## src/rtl/prefix_subtractor_if.sv

```systemverilog
// Operand/result handshake bundle for prefix_subtractor.
// master = producer/consumer side (bench), slave = the pipeline.
interface prefix_subtractor_if;
  logic        in_valid;
  logic        in_ready;
  logic [31:0] A;
  logic [31:0] B;
  logic        op;
  logic        out_valid;
  logic        out_ready;
  logic [31:0] Diff;
  logic        borrow;
  logic        ovf;
  logic        zero;

  modport master (
    output in_valid, A, B, op, out_ready,
    input  in_ready, out_valid, Diff, borrow, ovf, zero
  );

  modport slave (
    input  in_valid, A, B, op, out_ready,
    output in_ready, out_valid, Diff, borrow, ovf, zero
  );
endinterface

```

## src/rtl/prefix_subtractor.sv

```systemverilog
// 32-bit add/subtract, Kogge-Stone carry network, 3 register stages.
//   S1: bitwise generate/propagate, carry-in = op
//   S2: prefix levels with spans 1, 2, 4
//   S3: prefix levels with spans 8, 16, sum XOR and flags
// Whole pipe advances on adv = !out_valid | out_ready, holds otherwise.
module prefix_subtractor (
  input  logic               clk,
  input  logic               rst,
  prefix_subtractor_if.slave bus
);
  localparam int W      = 32;
  localparam int STAGES = 3;

  // group generate/propagate vectors for one prefix level
  typedef struct packed {
    logic [W-1:0] g;
    logic [W-1:0] p;
  } gp_t;

  // data carried between stages; pb is the bitwise propagate kept for the sum
  typedef struct packed {
    gp_t          gp;
    logic [W-1:0] pb;
    logic         cin;
    logic         a_msb;
  } stage_t;

  // one Kogge-Stone level: bit i combines with bit i-span; bits below
  // span pass through (their shifted-in p is forced to 1, g to 0)
  function automatic gp_t ks_level(input gp_t x, input int span);
    gp_t y;
    y.g = x.g | (x.p & (x.g << span));
    y.p = x.p & ((x.p << span) | ~({W{1'b1}} << span));
    return y;
  endfunction

  logic              adv;
  logic [STAGES:1]   vld_pipe;
  logic [W-1:0]      bx;
  stage_t            s1_d, s1_q;
  stage_t            s2_d, s2_q;
  gp_t               l5;
  logic [W-1:0]      carry;
  logic [W-1:0]      sum;
  logic              cout;
  logic              borrow_d, ovf_d, zero_d;
  logic [W-1:0]      diff_q;
  logic              borrow_q, ovf_q, zero_q;

  assign adv           = !vld_pipe[STAGES] | bus.out_ready;
  assign bus.in_ready  = adv;
  assign bus.out_valid = vld_pipe[STAGES];
  assign bus.Diff      = diff_q;
  assign bus.borrow    = borrow_q;
  assign bus.ovf       = ovf_q;
  assign bus.zero      = zero_q;

  // S1 inputs: invert B for subtraction, carry-in supplies the +1
  always_comb begin
    s1_d       = '0;
    bx         = bus.B ^ {W{bus.op}};
    s1_d.gp.g  = bus.A & bx;
    s1_d.gp.p  = bus.A ^ bx;
    s1_d.pb    = bus.A ^ bx;
    s1_d.cin   = bus.op;
    s1_d.a_msb = bus.A[W-1];
  end

  // S2 inputs: first three prefix levels on the registered S1 vectors
  always_comb begin
    s2_d       = s1_q;
    s2_d.gp    = ks_level(ks_level(ks_level(s1_q.gp, 1), 2), 4);
  end

  // S3: last two prefix levels, fold in carry-in, form sum and flags
  always_comb begin
    l5       = ks_level(ks_level(s2_q.gp, 8), 16);
    carry    = l5.g | (l5.p & {W{s2_q.cin}});
    sum      = s2_q.pb ^ {carry[W-2:0], s2_q.cin};
    cout     = carry[W-1];
    // cin doubles as op: subtraction reports borrow as inverted carry
    borrow_d = s2_q.cin ? ~cout : cout;
    // operand signs equal (pb msb clear) and result sign differs
    ovf_d    = ~s2_q.pb[W-1] & (sum[W-1] ^ s2_q.a_msb);
    zero_d   = ~|sum;
  end

  // valid shift register; only state that must be clean out of reset
  always_ff @(posedge clk or posedge rst) begin
    if (rst)
      vld_pipe <= '0;
    else if (adv)
      vld_pipe <= {vld_pipe[STAGES-1:1], bus.in_valid};
  end

  // S1/S2 data registers; contents of invalid stages are don't-care
  always_ff @(posedge clk) begin
    if (adv) begin
      s1_q <= s1_d;
      s2_q <= s2_d;
    end
  end

  // S3 result registers; only loaded by a valid result so they hold otherwise
  always_ff @(posedge clk or posedge rst) begin
    if (rst) begin
      diff_q   <= '0;
      borrow_q <= 1'b0;
      ovf_q    <= 1'b0;
      zero_q   <= 1'b0;
    end else if (adv && vld_pipe[STAGES-1]) begin
      diff_q   <= sum;
      borrow_q <= borrow_d;
      ovf_q    <= ovf_d;
      zero_q   <= zero_d;
    end
  end
endmodule

```

## src/flat_wrapper.sv

```systemverilog
// flat-port wrapper written by rule: the top's interface ports become plain ports
module prefix_subtractor_flat 
  (clk, rst, bus_in_valid, bus_A, bus_B, bus_op, bus_out_ready, bus_in_ready, bus_out_valid, bus_Diff, bus_borrow, bus_ovf, bus_zero);
  prefix_subtractor_if bus_i ();
  input  logic clk;
  input  logic rst;
  input wire logic [$bits(bus_i.in_valid)-1:0] bus_in_valid;
  input wire logic [$bits(bus_i.A)-1:0] bus_A;
  input wire logic [$bits(bus_i.B)-1:0] bus_B;
  input wire logic [$bits(bus_i.op)-1:0] bus_op;
  input wire logic [$bits(bus_i.out_ready)-1:0] bus_out_ready;
  output wire logic [$bits(bus_i.in_ready)-1:0] bus_in_ready;
  output wire logic [$bits(bus_i.out_valid)-1:0] bus_out_valid;
  output wire logic [$bits(bus_i.Diff)-1:0] bus_Diff;
  output wire logic [$bits(bus_i.borrow)-1:0] bus_borrow;
  output wire logic [$bits(bus_i.ovf)-1:0] bus_ovf;
  output wire logic [$bits(bus_i.zero)-1:0] bus_zero;
  assign bus_i.in_valid = bus_in_valid;
  assign bus_i.A = bus_A;
  assign bus_i.B = bus_B;
  assign bus_i.op = bus_op;
  assign bus_i.out_ready = bus_out_ready;
  assign bus_in_ready = bus_i.in_ready;
  assign bus_out_valid = bus_i.out_valid;
  assign bus_Diff = bus_i.Diff;
  assign bus_borrow = bus_i.borrow;
  assign bus_ovf = bus_i.ovf;
  assign bus_zero = bus_i.zero;
  prefix_subtractor u_core (.clk(clk), .rst(rst), .bus(bus_i));
endmodule
```

## config.mk

```make
export PLATFORM = sky130hd
export DESIGN_NAME = prefix_subtractor_flat
export DESIGN_NICKNAME = d
export VERILOG_FILES = /design/src/rtl/prefix_subtractor_if.sv /design/src/rtl/prefix_subtractor.sv /design/src/flat_wrapper.sv
export SDC_FILE = /design/constraint.sdc
export NUM_CORES = 1
export LEC_CHECK = 0
export CAP_MARGIN = 0
export CORE_MARGIN = 2
export CORE_UTILIZATION = 26
export CTS_CLUSTER_DIAMETER = 100
export DETAILED_ROUTE_END_ITERATION = 12
export SKIP_CTS_REPAIR_TIMING = 1
export SYNTH_ARGS = -nofsm -noshare
export SYNTH_HDL_FRONTEND = slang
export SYNTH_SLANG_ARGS = --single-unit
```

## constraint.sdc

```tcl
create_clock -name clk -period 18.59 [get_ports clk]
set_input_delay 2.7885 -clock clk [delete_from_list [all_inputs] [get_ports clk]]
set_output_delay 2.7885 -clock clk [all_outputs]
set_load 0.05 [all_outputs]
```

==> impl_metrics.py <==
metrics = {
    "status": {
        "status": "finished clean",
    },
    "critical_path": {
        "start_kind": "input port",
        "arrival_ns": 4.36,
        "worstSetupPathType": "input port to output pin",
        "cp_max_fo": 9,
        "end_kind": "output pin",
        "crit_path_top_delay_cell": "clkdlybuf4s50_1",
        "worstReg2RegEnd": "u_core.bus.zero",
        "worstReg2RegStart": "u_core.vld_pipe[3]",
        "crit_chain": "clkdlybuf4s50_1, nand2b_4, clkdlybuf4s50_1",
        "cp.buffers_inverters": 2,
        "startpoint": "bus_out_ready",
        "cpLargestDelayFamily": "buffers and inverters",
        "reg2reg_setup_slack_ns": 15.70,
        "crit_top_cell": "clkdlybuf4s50_1",
        "crit_cells": 3,
        "max_stage_delay_ns": 0.90,
        "worstSetupEndpoint": "bus_in_ready",
        "r2r_cells": 7,
        "crit_required_ns": 15.80,
    },
    "sta": {
        "max_freq_mhz": 140,
        "worst_slew_pin_slew_ns": 1.03,
        "setup_viol": 0,
        "min_period_over_period_pct": 38.4,
        "slew_violations": 0,
        "slew_headroom_pct": 31.6,
        "min_period_ns": 7.15,
        "postLayoutSetupSlackWorst_ns": 11.44,
        "fin_worst_skew_ns": 0.0123,
        "rsz0062_at_grt": "no",
        "tns_ns": 0,
        "hold_viol": 0,
    },
    "floorplan": {
        "start_util_pct": 26.3,
        "die-area_um2": 36200,
        "row_count": 68,
        "die_x_um": 190,
        "core_um2": 34400,
        "ios": 106,
        "die_h_um": 190,
    },
    "placed_design": {
        "dp_slack_ns": 11.40,
        "hpwl_mm": 15.9,
        "globalplace.congestion": 0.838,
        "numPortBuffers": 105,
        "place_inst": 1224,
    },
    "power_and_ir_drop": {
        "leakage_nw": 4.29,
        "pwr-share-clk_pct": 25.4,
        "p_comb_share_pct": 30.1,
        "sw_frac_of_total_pct": 35.4,
        "p_seq_share_pct": 44.5,
        "powerDensity_nw_per_um2": 145,
        "p_total_mw": 1.64,
        "max-vdd-ir-drop_v": 0.0000603,
        "power.internal_mw": 1.06,
        "switching_power_uw": 580,
    },
    "synth": {
        "synth_xor_area_share_pct": 4.95,
        "ys_types": 48,
        "ys_seq_area_share_pct": 64.8,
        "synthSimpleGateAreaFrac_pct": 8.21,
        "syn-cell-area_um2": 9030,
        "async_flop_share_pct": 18.9,
        "syn_avg_cell_area_um2": 13.3,
        "synth_edf_count": 163,
        "synth_top_family_by_area": "compound AO/OA/AOI/OAI gates",
        "synth_fp_nets": 779,
        "synthCells": 677,
        "ys_warn_count": 0,
        "ys_seq_elements": 201,
        "synth_flop_cell": "edfxtp_1",
        "synth_mux_area_share_pct": 1.37,
        "synth_adder_area_share_pct": 4.57,
        "synth_compound_area_share_pct": 14.4,
    },
    "worst_hold_path": {
        "hold_class": "flip-flop to flip-flop",
    },
    "final_layout": {
        "drive_gt1_share_pct": 8.07,
        "nFillCells": 3448,
        "nNetsFinal": 893,
        "layout_common_cells": "163 x edfxtp_1, 104 x clkdlybuf4s50_1, 54 x nand2_1",
        "multiInputGateArea_um2": 3030,
        "diodes": 0,
        "area_growth_pct": 24.9,
        "seqCellArea_um2": 5850,
        "final_common_cell": "edfxtp_1",
        "stdcell_count": 1260,
    },
    "drt": {
        "vias": 5694,
        "antenna_left": 0,
        "wl_mm": 21.0,
        "vias_per_cell": 4.52,
        "avgRoutedWirePerCell_um": 16.6,
        "drtIter0Drc": 447,
        "drc": 0,
        "drtPass1Iterations": 4,
    },
    "run": {
        "max_cap_violations": 0,
    },
    "global_route": {
        "grt_use_total_pct": 11.6,
        "grt_max_degree": 84,
        "grt_overflow": 0,
        "antenna_found_initial": 0,
        "grt_pass1_wl_mm": 32.7,
        "grt_pass1_vias": 5760,
    },
    "clock_network": {
        "htreeDepth": 1,
        "clock_path_buffers": 3,
        "clkLatencyLatePin_ns": 0.50,
        "cts_tree": "done",
        "cts-root-buf": "clkbuf_16",
        "cts.sinks": 201,
        "cts_buffers": 20,
        "cts.clk_slew.worst_paths_ns": 0.07,
    },
}
==> cell usage after synthesis, types with 2 or more instances <==
master / count / area share [%]
a2111o_1: 2 / 0.25
a211o_1: 4 / 0.39
a211oi_2: 6 / 0.83
a21o_1: 32 / 2.7
a21oi_1: 47 / 2.6
a21oi_2: 3 / 0.29
a311oi_2: 2 / 0.33
a31oi_1: 2 / 0.14
and3_1: 4 / 0.28
buf_1: 2 / 0.083
buf_2: 2 / 0.11
buf_6: 2 / 0.25
clkbuf_1: 10 / 0.42
dfrtp_1: 38 / 11
edfxtp_1: 163 / 54
ha_1: 33 / 4.6
inv_1: 22 / 0.91
mux2_2: 11 / 1.4
nand2_1: 55 / 2.3
nand2b_1: 3 / 0.21
nand3_1: 10 / 0.55
nand4_1: 26 / 1.8
nor2_1: 32 / 1.3
nor3_1: 7 / 0.39
nor3b_1: 6 / 0.50
nor4_1: 3 / 0.21
o2111ai_1: 4 / 0.39
o211ai_1: 4 / 0.33
o21a_1: 4 / 0.33
o21ai_0: 32 / 1.8
o21ai_1: 3 / 0.17
o21ba_2: 4 / 0.44
o21bai_1: 20 / 1.7
o22ai_1: 5 / 0.35
o31ai_1: 12 / 1.0
xor2_1: 50 / 4.9
==> power by group through the flow <==
stage	logic [mW]	registers, mW	clock network (mW)
after floorplan	0.202	0.848	0
after global placement	0.497	0.734	0
after detailed placement	0.501	0.739	0
after CTS	0.503	0.730	0.427
after global routing	0.535	0.746	0.448
final	0.493	0.730	0.417
==> metrics by stage <==
stage | util [%] | hold WS, ns | instance area (um2)
final | 32.8 | 0.417 | 11300
after global placement | 30.8 | 0.400 | 10600
after detailed placement | 30.8 | 0.406 | 10600
after CTS | 32.8 | 0.418 | 11300
after global routing | 32.8 | 0.424 | 11300
after floorplan | - | 0.400 | 9030
==> per-layer routing <==
metal	vias up	GRT usage (%)	share of wire [%]
li1	2801	-	-
met1	2699	15.9	47
met2	155	18.1	44
met3	39	2.52	5.8
met4	0	3.85	2.6
met5	-	0	0
==> layout make-up <==
cell class / instances / area share (%)
inverters: 22 / 0.732
clock buffers: 27 / 4.95
flip-flops and latches: 201 / 51.8
multi-input cells: 438 / 26.9
clock inverters: 9 / 1.07
well taps: 455 / 5.05
repair buffers: 108 / 9.48
==> state kept, by name, summed over array words and instances, names as in the netlist <==
| name | cells |
|---|---|
| u_core.s1_q | 66 |
| u_core.vld_pipe | 3 |
| u_core.bus.Diff | 32 |
| u_core.bus.ovf | 1 |
| u_core.bus.zero | 1 |
| u_core.bus.borrow | 1 |
| u_core.s2_q | 97 |
==> how the worst min path moves through the flow <==
stage                   startpoint  slack, ns             end  cells after the start
finish              u_core.s1_q[1]       0.42  u_core.s2_q[1]                      0
global route        u_core.s1_q[1]       0.42  u_core.s2_q[1]                      0
CTS                 u_core.s1_q[1]       0.42  u_core.s2_q[1]                      0
detailed placement  u_core.s1_q[1]       0.41  u_core.s2_q[1]                      0
global placement    u_core.s1_q[1]       0.40  u_core.s2_q[1]                      0
floorplan           u_core.s1_q[0]       0.40  u_core.s2_q[0]                      0
==> cells by family after synthesis <==
kind of cell,Yosys count
XOR/XNOR,51
AND/OR/NAND/NOR,153
flip-flops,201
AO/OA/AOI/OAI,190
buffers and inverters,38
adder cells (fa/ha/maj),33
multiplexers,11
==> worst register-to-register path, delay by kind of cell (launching register included) <==
kind                   cells  cell delay (ns)
and+or+nand+nor            4             1.12
buffers and inverters      1             0.80
AOI/OAI and AO/OA          2             0.49
DFF                        1             0.41
Power figures use the tool's default switching activity.
